==> src/rtl/systolic_array_feeder_pkg.sv <==
// Shared types and helpers for the systolic array operand feeder.
// State encoding, lane count and counter sizing live here.
package pca_feeder_pkg;

    localparam int LANES = 2;

    typedef enum logic [2:0] {
        ST_LOAD,
        ST_CLEAR,
        ST_FEED,
        ST_DRAIN,
        ST_DONE
    } state_e;

    // Width able to hold 0..n inclusive.
    function automatic int cnt_w(input int n);
        return (n < 1) ? 1 : $clog2(n + 1);
    endfunction

endpackage

==> src/rtl/systolic_array_feeder_buffer.sv <==
// K-entry by 2-lane operand store with one diagonally skewed read per lane.
// Lane i reads entry t-i and returns zero outside 0..K-1.
module feed_operand_buffer
    import pca_feeder_pkg::*;
#(
    parameter int DATA_WIDTH = 8,
    parameter int K          = 4,
    parameter int CW         = cnt_w(K)
) (
    input  logic                        clk,
    input  logic                        we,
    input  logic [CW-1:0]               waddr,
    input  logic [LANES*DATA_WIDTH-1:0] wdata,
    input  logic [CW-1:0]               t,
    output logic [LANES*DATA_WIDTH-1:0] rdata
);

    localparam int DW = DATA_WIDTH;

    logic [LANES*DW-1:0] mem_q [K];

    always_ff @(posedge clk) begin
        for (int e = 0; e < K; e++) begin
            if (we && waddr == CW'(e)) begin
                mem_q[e] <= wdata;
            end
        end
    end

    always_comb begin
        logic [CW-1:0] ra;
        rdata = '0;
        ra    = '0;
        for (int i = 0; i < LANES; i++) begin
            ra = t - CW'(i);
            if (t >= CW'(i) && ra < CW'(K)) begin
                for (int e = 0; e < K; e++) begin
                    if (ra == CW'(e)) begin
                        rdata[i*DW +: DW] = mem_q[e][i*DW +: DW];
                    end
                end
            end
        end
    end

endmodule

==> src/rtl/systolic_array_feeder.sv <==
// Loads one 2xK A tile and one Kx2 B tile, then replays them skewed
// and zero-padded into a 2x2 systolic array, bracketed by clear and done.
module systolic_array_feeder
    import pca_feeder_pkg::*;
#(
    parameter int DATA_WIDTH   = 8,
    parameter int K            = 4,
    parameter int DRAIN_CYCLES = 2
) (
    input  logic                        clk,
    input  logic                        rst,
    input  logic                        s_valid,
    output logic                        s_ready,
    input  logic [LANES*DATA_WIDTH-1:0] s_a,
    input  logic [LANES*DATA_WIDTH-1:0] s_b,
    output logic [LANES*DATA_WIDTH-1:0] a_feed,
    output logic [LANES*DATA_WIDTH-1:0] b_feed,
    output logic                        array_clr,
    output logic                        busy,
    output logic                        done
);

    localparam int W   = LANES * DATA_WIDTH;
    localparam int CW  = cnt_w(K);
    localparam int DCW = cnt_w(DRAIN_CYCLES);

    state_e         state_q, state_d;
    logic [CW-1:0]  wcnt_q, wcnt_d;
    logic [CW-1:0]  t_q, t_d;
    logic [DCW-1:0] dcnt_q, dcnt_d;

    logic           s_ready_q;
    logic           clr_q;
    logic           busy_q;
    logic           done_q;
    logic [W-1:0]   a_feed_q;
    logic [W-1:0]   b_feed_q;
    logic [W-1:0]   a_rd;
    logic [W-1:0]   b_rd;
    logic           accept;

    assign accept = s_valid && s_ready_q;

    feed_operand_buffer #(
        .DATA_WIDTH(DATA_WIDTH),
        .K         (K),
        .CW        (CW)
    ) u_buf_a (
        .clk  (clk),
        .we   (accept),
        .waddr(wcnt_q),
        .wdata(s_a),
        .t    (t_d),
        .rdata(a_rd)
    );

    feed_operand_buffer #(
        .DATA_WIDTH(DATA_WIDTH),
        .K         (K),
        .CW        (CW)
    ) u_buf_b (
        .clk  (clk),
        .we   (accept),
        .waddr(wcnt_q),
        .wdata(s_b),
        .t    (t_d),
        .rdata(b_rd)
    );

    always_comb begin
        state_d = state_q;
        wcnt_d  = wcnt_q;
        t_d     = t_q;
        dcnt_d  = dcnt_q;
        unique case (state_q)
            ST_LOAD: begin
                if (accept) begin
                    if (wcnt_q == CW'(K - 1)) begin
                        state_d = ST_CLEAR;
                        wcnt_d  = '0;
                    end else begin
                        wcnt_d = wcnt_q + 1'b1;
                    end
                end
            end
            ST_CLEAR: begin
                state_d = ST_FEED;
                t_d     = '0;
            end
            ST_FEED: begin
                if (t_q == CW'(K)) begin
                    state_d = ST_DRAIN;
                    t_d     = '0;
                    dcnt_d  = '0;
                end else begin
                    t_d = t_q + 1'b1;
                end
            end
            ST_DRAIN: begin
                if (dcnt_q == DCW'(DRAIN_CYCLES - 1)) begin
                    state_d = ST_DONE;
                    dcnt_d  = '0;
                end else begin
                    dcnt_d = dcnt_q + 1'b1;
                end
            end
            ST_DONE: begin
                state_d = ST_LOAD;
            end
            default: begin
                state_d = ST_LOAD;
            end
        endcase
    end

    // Outputs are registered from the next state so they line up with it.
    always_ff @(posedge clk) begin
        if (rst) begin
            state_q   <= ST_LOAD;
            wcnt_q    <= '0;
            t_q       <= '0;
            dcnt_q    <= '0;
            s_ready_q <= 1'b1;
            clr_q     <= 1'b0;
            busy_q    <= 1'b0;
            done_q    <= 1'b0;
            a_feed_q  <= '0;
            b_feed_q  <= '0;
        end else begin
            state_q   <= state_d;
            wcnt_q    <= wcnt_d;
            t_q       <= t_d;
            dcnt_q    <= dcnt_d;
            s_ready_q <= (state_d == ST_LOAD);
            clr_q     <= (state_d == ST_CLEAR);
            busy_q    <= (state_d == ST_CLEAR) ||
                         (state_d == ST_FEED)  ||
                         (state_d == ST_DRAIN);
            done_q    <= (state_d == ST_DONE);
            a_feed_q  <= (state_d == ST_FEED) ? a_rd : '0;
            b_feed_q  <= (state_d == ST_FEED) ? b_rd : '0;
        end
    end

    assign s_ready   = s_ready_q;
    assign array_clr = clr_q;
    assign busy      = busy_q;
    assign done      = done_q;
    assign a_feed    = a_feed_q;
    assign b_feed    = b_feed_q;

endmodule

==> config.mk <==
export PLATFORM = sky130hd
export DESIGN_NAME = systolic_array_feeder
export DESIGN_NICKNAME = d
export VERILOG_FILES = /design/src/rtl/systolic_array_feeder_pkg.sv /design/src/rtl/systolic_array_feeder_buffer.sv /design/src/rtl/systolic_array_feeder.sv
export SDC_FILE = /design/constraint.sdc
export NUM_CORES = 1
export LEC_CHECK = 0
export BUFFER_PORTS_ARGS = -buffer_cell sky130_fd_sc_hd__buf_2
export CORE_ASPECT_RATIO = 0.5
export CORE_UTILIZATION = 35
export DETAILED_ROUTE_END_ITERATION = 6
export PLACE_DENSITY = 0.62
export SETUP_SLACK_MARGIN = 0.3
export SKIP_LAST_GASP = 1
export SLEW_MARGIN = 20
export SYNTH_ARGS = -nofsm -noshare
export SYNTH_HDL_FRONTEND = slang
export SYNTH_SLANG_ARGS = --single-unit
export TNS_END_PERCENT = 10
==> constraint.sdc <==
create_clock -name clk -period 3.05 [get_ports clk]
set_input_delay 0.305 -clock clk [delete_from_list [all_inputs] [get_ports clk]]
set_output_delay 0.305 -clock clk [all_outputs]
set_load 0.02 [all_outputs]
### Word-level counts from Yosys, hierarchy flattened

Memories as Yosys holds them, arrays and structs flattened.
Cells that the tools add are included.

* word-level logic and storage cells: 122
* bits in writable memories: 128
* input port bits: 35
* memories kept: 2
* bits in registers: 47
* bits in read-only memories: 0
* latch bits: 0
* output and inout bits: 36

* bitwise logic cells: 3
* div/mod/pow operators: 0
* shift operators: 0
* $add $sub $neg: 4
* magnitude comparators: 4
* $mul: 0
* equality and inequality tests: 19
* reduce and logical (&&, ||, !) cells: 25
* multiplexer cells: 53

Memories
* u_buf_a.mem_q: depth 4, width 16, rd ports 4, clocked after Yosys merged registers in 0, write ports 1, line systolic_array_feeder_buffer.sv:20 `logic [LANES*DW-1:0] mem_q [K];`
* u_buf_b.mem_q: depth 4, width 16, rd ports 4, clocked after Yosys merged registers in 0, write ports 1, line systolic_array_feeder_buffer.sv:20

Operator list (number)
* 2-to-1 mux 8 bit: 16
* 2-to-1 mux 16 bit: 6
* OR reduction 16 bit: 6
* == test 3 x 2 -> 1 bit, second input constant: 10
* 2-to-1 mux 3 bit: 6
* 2-to-1 mux 2 bit: 8
* == test 3 x 1 -> 1 bit, second input constant: 5
* logical NOT 3 bit: 5
* 2-to-1 mux 1 bit: 14
* one-hot mux 3 bit (4 select lines): 1
* logical AND 1 bit: 7
* adder 3 x 1 -> 3 bit, second input constant: 2
* == test 3 bit, second input constant: 2
* greater-or-equal comparator 3 x 1 -> 1 bit, second input constant: 2
* less-than comparator 3 bit, second input constant: 2
* one-hot mux 3 bit (2 select lines): 1
* OR reduction 3 bit: 2
* one-hot mux 2 bit (2 select lines): 1
* AND reduction 2 bit: 2
* inverter 1 bit: 3
* subtractor 3 x 1 -> 3 bit, second input constant: 1
* adder 2 x 1 -> 2 bit, second input constant: 1
* == test 2 x 1 -> 1 bit, second input constant: 1
* logical OR 1 bit: 2
* other kinds (2): 2

### Depth between registers and ports, before layout

Gate-level depths: netlist of the first run.

* depth in word-level cells: 9
* mapped depth: 9
* depth with buffers taken out: 7

### Hierarchy

Synthesis of the first run repeated with hierarchy kept, for this count alone.

* cells, all modules: 424
* area total of the unflattened synthesis: 6672.6 um^2

By module, submodules not included
* feed_operand_buffer: times used 2, sequential area each 1921.8 um^2, area an instance 2526.2 um^2, cells each 136
* systolic_array_feeder: times used 1, sequential area each 940.9 um^2, area an instance 1620.3 um^2, cells each 152

### Least setup slack after synthesis of the first run

No wires, ideal clock.

* path type: flip-flop to flip-flop
* from: register s_ready_q (netlist: s_ready)
* to: memory u_buf_a.mem_q[0][0] (netlist name) (enable)
* cell stages (with the launch flop): 3
* arrival time: 3.008 ns
* period minus slack after synthesis: 3.476 ns
* setup slack: -0.426 ns
* setup time: 0.468 ns
* path buffers: 0
* cell sequence: dfxtp_1 -> nand2_1 -> nor3b_1

* word-level cells in the longest chain between the ends: 8
* elaborated cells between the ends (all ways): 22
* classes of those cells: mux (14); reduce/logical (8)

Ends and longest elaborated chain
* start, declared: line systolic_array_feeder.sv:32 `logic s_ready_q;`
* start signal, assigned: line systolic_array_feeder.sv:134 `s_ready_q <= (state_d == ST_LOAD);`
* logical AND 1 bit (*): line systolic_array_feeder.sv:42 `assign accept = s_valid && s_ready_q;`
* logical AND 1 bit: line systolic_array_feeder_buffer.sv:24 `if (we && waddr == CW'(e)) begin`
* 2-to-1 mux 1 bit: line systolic_array_feeder_buffer.sv:24
* 2-to-1 mux 1 bit (implied by the code): line systolic_array_feeder_buffer.sv:25 `mem_q[e] <= wdata;`
* OR reduction 16 bit (no line)
* 2-to-1 mux 2 bit (no line) or 2-to-1 mux 1 bit (tied branches) (3 in series)
* end, declared: line systolic_array_feeder_buffer.sv:20

Every way passes the cells marked *; elsewhere a longest branch is shown, timed or not.

### Worst setup path in the final report of the first run

* from: register t_q[1]
* to: register b_feed_q[10] (netlist: b_feed[10])

* word-level cells in the longest chain between the ends: 9
* elaborated cells between the ends (all ways): 22
* classes of those cells: add/sub (2); order compare (2); eq/ne (5); mux (8); bitwise (2); reduce/logical (3)

Ends and longest elaborated chain
* start, declared: line systolic_array_feeder.sv:29 `logic [CW-1:0] t_q, t_d;`
* start signal, assigned: line systolic_array_feeder.sv:132 `t_q <= t_d;`
* adder 3 x 1 -> 3 bit or == test 3 bit (tied branches): line systolic_array_feeder.sv:96, systolic_array_feeder.sv:91
* 2-to-1 mux 3 bit: line systolic_array_feeder.sv:91 `if (t_q == CW'(K)) begin`
* one-hot mux 3 bit (2 select lines): line systolic_array_feeder.sv:75 `unique case (state_q)`
* subtractor 3 x 1 -> 3 bit: line systolic_array_feeder_buffer.sv:35 `ra = t - CW'(i);`
* logical NOT 3 bit: line systolic_array_feeder_buffer.sv:38 `if (ra == CW'(e)) begin`
* 2-to-1 mux 8 bit (4 in series): line systolic_array_feeder_buffer.sv:38
* end signal, assigned: line systolic_array_feeder.sv:141 `b_feed_q <= (state_d == ST_FEED) ? b_rd : '0;`
* end, declared: line systolic_array_feeder.sv:37 `logic [W-1:0] b_feed_q;`

Parallel ways exist; a longest one is shown, timed or not.
A chain may end at the register's enable or synchronous reset.

==> results of run 1 <==
## sequential cells by signal (all words and copies together), names as in the netlist
name and flops:
busy 1, b_feed 16, dcnt_q 2, a_feed 16, array_clr 1, u_buf_b.mem_q 64
done 1, wcnt_q 3, s_ready 1, t_q 3, u_buf_a.mem_q 64, state_q 3
## report_power, final
group | leakage (nW) | internal (W) | total [W] | switching, W
combinational | 1.21 | 0.0000602 | 0.000186 | 0.000125
sequential | 1.55 | 0.00264 | 0.00266 | 0.0000196
clock | 0.295 | 0.00134 | 0.00224 | 0.000893
total | 3.06 | 0.00405 | 0.00508 | 0.00104
## per-layer routing
| layer | up-vias | wire length, um | part of all wire, % | GRT usage [%] |
|---|---|---|---|---|
| met1 | 2100 | 7029 | 46 | 22.16 |
| li1 | 1967 | - | - | - |
| met2 | 116 | 7300 | 48 | 25.34 |
| met5 | - | 0 | 0 | 0 |
| met3 | 13 | 776 | 5.1 | 3.797 |
| met4 | 0 | 100 | 0.66 | 4.413 |
## cell usage after synthesis (all sizes together)
| library cell | n | area share [%] |
|---|---|---|
| and2 | 3 | 0.28 |
| or3 | 1 | 0.093 |
| o21bai | 2 | 0.39 |
| a221o | 1 | 0.15 |
| nor3b | 4 | 0.44 |
| nand2b | 3 | 0.28 |
| o21ai | 2 | 0.15 |
| xnor2 | 1 | 0.13 |
| ha | 6 | 1.1 |
| nor4 | 27 | 3.2 |
| or2 | 1 | 0.093 |
| inv | 5 | 0.28 |
| a21o | 1 | 0.11 |
| o21a | 1 | 0.11 |
| nor2 | 30 | 1.7 |
| dfxtp | 47 | 14 |
| and3 | 14 | 1.3 |
| mux2i | 21 | 3.1 |
| a211oi | 17 | 1.9 |
| a311o | 1 | 0.15 |
| a221oi | 1 | 0.22 |
| edfxtp | 128 | 57 |
| a21oi | 3 | 0.28 |
| clkbuf | 19 | 1.1 |
| buf | 19 | 1.6 |
| a21boi | 1 | 0.11 |
| a2111oi | 4 | 0.82 |
| nand2 | 8 | 0.56 |
| o32ai | 16 | 2.1 |
| or4b | 1 | 0.15 |
| o221a | 16 | 2.7 |
| nor2b | 5 | 0.46 |
| a31oi | 1 | 0.093 |
| nor3 | 21 | 1.6 |
| nand3 | 33 | 2.4 |
## per-stage QoR
stage               utilization [%]  power (W)
global route                  43.22   0.005240
detailed placement            39.89   0.002900
floorplan                         -   0.002811
CTS                           43.18   0.005137
finish                        43.23   0.005084
global placement              39.89   0.002893
## path summary, 6_finish.rpt
check	from	end	slack, ns	depth (start not counted)
setup / recovery	t_q[1]$_SDFF_PP0_	b_feed[10]$_SDFF_PP0_	0.45	7
hold / removal	s_a[1]	u_buf_a.mem_q[2][1]$_DFFE_PP_	0.1	1
setup reg to reg	t_q[1]$_SDFF_PP0_	b_feed[10]$_SDFF_PP0_	0.45	7
hold reg to reg	dcnt_q[1]$_SDFFE_PP0P_	dcnt_q[1]$_SDFFE_PP0P_	0.45	2
## worst max-delay path, cell delays in order (launching register included)
cell and delay, ns:
dfxtp_1 0.42, ha_1 0.20, or4b_1 0.43, a21boi_1 0.25
or2_2 0.52, buf_4 0.28, o32ai_1 0.11, o221a_2 0.26
## cell type report
class	instances	area share (%)
clock buffer	21	5.709
antenna	1	0.03103
timing repair buffer	90	6.361
sequential	175	59.32
multi-input combinational	246	22.42
clock inverter	11	1.908
tap	259	4.018
inverter	5	0.2327
## cell families (layout without fill, tap and decap cells)
family          count (synthesis)  count (layout)  synth area share, %
compound gates                 67              67                9.214
xor+xnor                        1               1               0.1298
other cells                     0               1                    0
mux                            21              21                3.115
flops                         175             175                70.89
simple gates                  151             151                12.61
fa+ha+maj                       6               6                1.112
buf+inv                        43             127                2.929
==> run summary, run 1 <==
outcome: complete, no violations
Non-Filler Instances: 808
Layout area overhead: 19.50%
gpl congestion: 0.7753
GRT overflow: 0
first-pass GRT wire length: 23930 um
Die Y: 100.2 um
Inst Count DP: 775
period utilisation layout: 85.30%
fin. max-slew vios: 0
Setup violations, final: 0
Post-Syn Nets: 505
Die Wd: 198.4 um
worst-skew pair later-pin latency: 0.42 ns
minimum clock period: 2.602 ns
synthesized area per cell: 14.55 um^2
H-tree depth: 4
Fin. Hold Viols: 0
Initial DRT Pass Iterations: 5
Iteration-0 DRC Markers: 298
Tightest Pin Transition: 0.8015 ns
max cap viols: 0
cell area after synthesis: 6749 um^2
Post-CTS Hold Buffers: 0
number of library cell types mapped by synthesis: 45
most frequent cells in the layout: edfxtp_1 (128), buf_2 (70), dfxtp_1 (47)
row count: 35
Cell Area, Placed: 7441 um^2
post-route cell area: 8065 um^2
Final nets: 576
clock root cell: clkbuf_16
Total Routed Length: 15210 um
Initial Util: 36.18%
Inserted Clock Buffers: 17
IO Pins: 71
Worst-path clk slew: 0.07 ns
Clock Sinks: 175
Syn. warnings: 0
Max Root-Sink Buffers: 2
RSZ-0062 raised after global routing: yes
post-synthesis register bit count: 175
port bufs: 70
Vias per Instance: 5.193
Die Area: 19880 um^2
hold_ws: 0.09881 ns
core area: 18660 um^2
critical path class: flip-flop to flip-flop
worst min path class: primary input to flip-flop
fraction of layout instances using a drive strength above 1: 28.47%
Multi-input gate area: 1808 um^2
Post-DP HPWL: 8826 um
Place WS: 0.4422 ns
vias: 4196
CP arrival: 2.90 ns
CP max FO: 20
antenna violations before repair: 1
WL/cell: 18.82 um
Startpoint Class: flip-flop
CTS tree: done
worst clock skew: 0.01066 ns
Total GRT Usage: 16.04%
pwr dens: 630.3 nW/um^2
CTS-repair resized insts: 0
Slew headroom: 46.51%
Fmax: 0.3844 GHz
Fill cells: 1691
Critical Path RT: 3.35 ns
leakage power: 3.061 nW
vias in the first global route: 4200
largest net degree at the start of global routing: 33
setup ws final: 0.4485 ns
setup TNS: 0 ns
VDD IR max: 0.0004567 V
most common cell after layout, fill and taps aside: edfxtp_1
remaining antenna violation count: 0
drc violations: 0
Mapped Cells: 464
post-CTS setup buffers: 0
Seq/Total Area, Yosys: 70.89%
FF/Latch Area: 4785 um^2
Critical Path Sink Type: flip-flop
(Power assumes the default switching activity.)
==> run 2: changes to the inputs <==
Settings changed: CORE_UTILIZATION 35 to 47, PLACE_DENSITY 0.62 to 0.77.
==> run 2 against run 1 <==
  * Combinational power about the same
  * Non-clock buffer count up 1
  * Register-to-register slack worse by 0.20 ns
  * Clock-buffer cell count unchanged
  * Via count up 2.5%
  * Routed wire length down 4.2%
  * Largest cell class unchanged
  * Highest routed layer unchanged
==> run summary, run 2 (same netlist as run 1, synthesis figures left out) <==
crit path cell chain: inv_1, ha_1, a2111oi_0, buf_4, o21ai_4, and2_1, buf_4, o32ai_1, o221a_2
worst clock skew: 0.007869 ns
row count: 30
Total GRT Usage: 20.77%
biggest regs: u_buf_a.mem_q (64), u_buf_b.mem_q (64)
Critical Path RT: 3.42 ns
clock root cell: clkbuf_16
core area: 13780 um^2
leakage power: 3.034 nW
Vias per Instance: 5.804
Post-CTS Hold Buffers: 0
vias: 4301
minimum clock period: 2.799 ns
Finished Core Util: 57.68%
RSZ-0062 raised after global routing: yes
Initial DRT Pass Iterations: 5
port bufs: 70
WL/cell: 19.66 um
critical path class: flip-flop to flip-flop
slowest stage cell, crit path: a2111oi_0
CP arrival: 3.17 ns
Post-DP HPWL: 8390 um
first-pass GRT wire length: 22670 um
IO Pins: 71
WP buf/inv: 3
pwr dens: 615.0 nW/um^2
post-route cell area: 7946 um^2
Tightest Pin Transition: 0.7704 ns
most common cell after layout, fill and taps aside: edfxtp_1
most used cell, CP: buf_4
vias in the first global route: 4279
worst min path class: primary input to flip-flop
fin. max-slew vios: 0
Startpoint Class: flip-flop
CTS tree: done
period utilisation layout: 91.78%
Hold Crit Depth: 1
most frequent cells in the layout: edfxtp_1 (128), buf_2 (70), dfxtp_1 (47)
hold_ws: 0.09072 ns
Fin. Hold Viols: 0
Total Routed Length: 14570 um
reg2reg path depth: 9
Max Root-Sink Buffers: 2
Iteration-0 DRC Markers: 474
max incr delay on CP: 0.56 ns
outcome: complete, no violations
GRT overflow: 0
Worst-path clk slew: 0.07 ns
Cell Area, Placed: 7377 um^2
gpl congestion: 0.8552
drc violations: 0
Die Y: 86.74 um
Initial Util: 48.99%
Die Area: 14870 um^2
ant diodes: 0
remaining antenna violation count: 0
Setup violations, final: 0
Crit. path cell count: 9
Final nets: 577
VDD IR max: 0.0004087 V
worst-skew pair later-pin latency: 0.43 ns
CP max FO: 31
fraction of layout instances using a drive strength above 1: 28.42%
Slew headroom: 48.59%
max cap viols: 0
CP top delay family: compound AO/OA/AOI/OAI gates
Layout area overhead: 17.74%
H-tree depth: 4
Critical Path Sink Type: flip-flop
Inserted Clock Buffers: 17
Die Wd: 171.5 um
antenna violations before repair: 1
largest net degree at the start of global routing: 33
Fill cells: 1042
Clock Sinks: 175
Fmax: 0.3572 GHz
==> run 2: changes by cell type in the layout (fill, tap and decap cells not counted) <==
cell / change
nand2_1: -1
diode_2: -1
clkbuf_8: -2
nand2_2: +1
clkbuf_1: +2
buf_12: +1
clkinv_2: +1
a221oi_2: -1
bufinv_16: -2
clkinv_4: +1
a221oi_4: +1
==> run 2: through the flow <==
step	setup TNS, ns	std cells	power [W]	worst slack (ns)
after floorplan	-40.89	464	0.002811	-0.4260
after global placement	0	709	0.002889	0.5540
after detailed placement	0	709	0.002899	0.4487
after CTS	0	741	0.004901	0.3779
after global routing	0	741	0.005022	0.1552
final	0	741	0.004887	0.2508
==> run 2: what timing repair did <==
| action | 4_1_cts | 5_1_grt |
|---|---|---|
| setup buffers | 0 | 0 |
| resized for setup | 0 | 3 |
| endpoints found under the setup margin | 0 | 24 |
==> run 2: layout make-up <==
cell class / count / area, um^2 / area share, %
Multi-Input combinational cell: 246 / 1822 / 22.93
Clock buffer: 21 / 440.4 / 5.542
Inverter: 5 / 18.77 / 0.2362
Tap cell: 192 / 240.2 / 3.023
Sequential cell: 175 / 4785 / 60.21
Clock inverter: 11 / 107.6 / 1.354
Timing Repair Buffer: 91 / 533.0 / 6.708
==> run 2: worst paths after layout <==
kind / startpoint / end / slack (ns)
min: s_a[9] / u_buf_a.mem_q[1][9]$_DFFE_PP_ / 0.09
max: t_q[1]$_SDFF_PP0_ / b_feed[8]$_SDFF_PP0_ / 0.25
max reg2reg: t_q[1]$_SDFF_PP0_ / b_feed[8]$_SDFF_PP0_ / 0.25
min reg2reg: dcnt_q[1]$_SDFFE_PP0P_ / dcnt_q[1]$_SDFFE_PP0P_ / 0.45
==> run 2: power by group <==
group | internal (W) | leakage, nW | total, W | switching (W)
Combinational | 0.0000637 | 1.22 | 0.000188 | 0.000125
Sequential | 0.00264 | 1.55 | 0.00266 | 0.0000203
Clock | 0.00113 | 0.263 | 0.00204 | 0.000904
==> run 2: layer usage <==
| metal | vias to the layer above | part of all wire [%] | global-route usage (%) |
|---|---|---|---|
| met1 | 2128 | 43 | 26.63 |
| met2 | 173 | 48 | 33.71 |
| met4 | 0 | 1.7 | 7.630 |
| met5 | - | 0 | 0 |
| met3 | 27 | 7.5 | 6.164 |
| li1 | 1973 | - | - |
==> run 3: changes to the inputs <==
Settings changed: CTS_BUF_LIST set to sky130_fd_sc_hd__clkbuf_4 sky130_fd_sc_hd__clkbuf_8 sky130_fd_sc_hd__clkbuf_16.
==> run 3 against run 2 <==
  * Fmax up 1.5%
  * First-iteration DRC count down 9.9%
  * Clock power about the same
  * Routed wire length up 0.21%
  * Highest routed layer unchanged
  * Via count about the same
  * Clock-buffer cell count unchanged
  * Utilization up 0.16 points
  * Hold slack worse by 0.0024 ns
  * Cell count up 0.13%
==> run summary, run 3 (same netlist as run 1, synthesis figures left out) <==
IO Pins: 71
Place WS: 0.4487 ns
CP max FO: 31
worst clock skew: 0.006284 ns
setup TNS: 0 ns
setup ws final: 0.2931 ns
Tightest Pin Transition: 0.7751 ns
Die Area: 14870 um^2
WP buf/inv: 3
Inserted Clock Buffers: 17
period utilisation layout: 90.39%
outcome: complete, no violations
CP arrival: 3.13 ns
Setup violations, final: 0
combinational power share: 3.8%
antenna violations before repair: 0
Layout area overhead: 18.08%
Fmax: 0.3627 GHz
critical path class: flip-flop to flip-flop
Initial DRT Pass Iterations: 5
CTS tree: done
Vias per Instance: 5.802
remaining antenna violation count: 0
GRT overflow: 0
Die Y: 86.74 um
crit path cell chain: inv_1, ha_1, a2111oi_0, buf_4, o21ai_4, and2_1, buf_4, o32ai_1, o221a_2
VDD IR max: 0.0004801 V
clock root cell: clkbuf_16
max cap viols: 0
Clock Power Share: 42.1%
Total GRT Usage: 20.88%
most frequent cells in the layout: edfxtp_1 (128), buf_2 (70), dfxtp_1 (47)
Startpoint Class: flip-flop
most used cell, CP: buf_4
reg-to-reg setup timing slack: 0.29 ns
WL/cell: 19.68 um
slowest stage cell, crit path: a2111oi_0
Die Wd: 171.5 um
hold_ws: 0.08835 ns
Slew headroom: 48.27%
port bufs: 70
Int Power: 0.003873 W
register share of total power: 54.0%
switching pwr: 0.001050 W
Max Root-Sink Buffers: 2
Post-DP HPWL: 8390 um
fraction of layout instances using a drive strength above 1: 29.33%
H-tree depth: 4
minimum clock period: 2.757 ns
biggest regs: u_buf_a.mem_q (64), u_buf_b.mem_q (64)
Critical Path Sink Type: flip-flop
pwr dens: 617.9 nW/um^2
Total Routed Length: 14600 um
RSZ-0062 raised after global routing: yes
Fin. Hold Viols: 0
row count: 30
Clock Sinks: 175
Iteration-0 DRC Markers: 427
Initial Util: 48.99%
sw frac: 21.33%
CP top delay family: compound AO/OA/AOI/OAI gates
total power: 0.004924 W
core area: 13780 um^2
max incr delay on CP: 0.56 ns
gpl congestion: 0.8552
Worst-path clk slew: 0.06 ns
Final nets: 577
vias in the first global route: 4306
drc violations: 0
vias: 4305
post-route cell area: 7969 um^2
leakage power: 3.051 nW
first-pass GRT wire length: 22820 um
largest net degree at the start of global routing: 33
most common cell after layout, fill and taps aside: edfxtp_1
Critical Path RT: 3.42 ns
worst min path class: primary input to flip-flop
Cell Area, Placed: 7377 um^2
worst-skew pair later-pin latency: 0.43 ns
fin. max-slew vios: 0
run 3: changes by cell type in the layout (fill, tap and decap cells not counted):
cell,change
diode_2,+1
or3_1,-1
or3_4,+1
clkbuf_1,-4
clkbuf_4,+4
run 3: power by group through the flow:
stage | logic [W] | registers (W) | clock network [W]
5_1_grt | 0.000206 | 0.00266 | 0.00220
3_3_place_gp | 0.000181 | 0.00271 | 0
4_1_cts | 0.000188 | 0.00266 | 0.00210
6_report | 0.000188 | 0.00266 | 0.00207
3_5_place_dp | 0.000188 | 0.00271 | 0
2_1_floorplan | 0.0000963 | 0.00271 | 0
run 3: worst paths after layout:
kind	from	endpoint	cells after the start
worst min register to register	dcnt_q[1]$_SDFFE_PP0P_	dcnt_q[1]$_SDFFE_PP0P_	2
worst min-delay path	s_a[9]	u_buf_a.mem_q[1][9]$_DFFE_PP_	1
worst max-delay path	t_q[1]$_SDFF_PP0_	a_feed[11]$_SDFF_PP0_	9
worst max register to register	t_q[1]$_SDFF_PP0_	a_feed[11]$_SDFF_PP0_	9
run 3: metrics by stage:
stage	util, %	instances
2_1_floorplan	-	464
3_3_place_gp	53.55	709
3_5_place_dp	53.55	709
4_1_cts	57.64	741
5_1_grt	57.83	741
6_report	57.85	742
run 3: worst register-to-register path, stage by stage, from the launching register on:
cell	delay [ns]
dfxtp_1	0.45
inv_1	0.08
ha_1	0.22
a2111oi_0	0.56
buf_4	0.23
o21ai_4	0.07
and2_1	0.23
buf_4	0.27
o32ai_1	0.36
o221a_2	0.24
run 3: per-layer routing:
metal	up-vias	GRT usage [%]	routed length, um
met4	0	8.685	226
met5	-	0	0
met3	21	5.982	1193
met2	181	34.04	7062
li1	1976	-	-
met1	2127	26.41	6117
run 3: repair_timing:
| action | CTS | global route |
|---|---|---|
| gates resized for setup | 0 | 4 |
| hold buffers | 0 | 0 |
| setup buffers | 0 | 0 |
| setup endpoints to repair | 0 | 24 |
run 3: layout make-up:
cell class	count	area, um^2
multi-input cells	246	1827
clock inverters	11	107.6
fillers	1048	5807
diodes	1	2.502
flip-flops and latches	175	4785
clock buffers	21	455.4
inverters	5	18.77
repair buffers	91	533.0
well taps	192	240.2
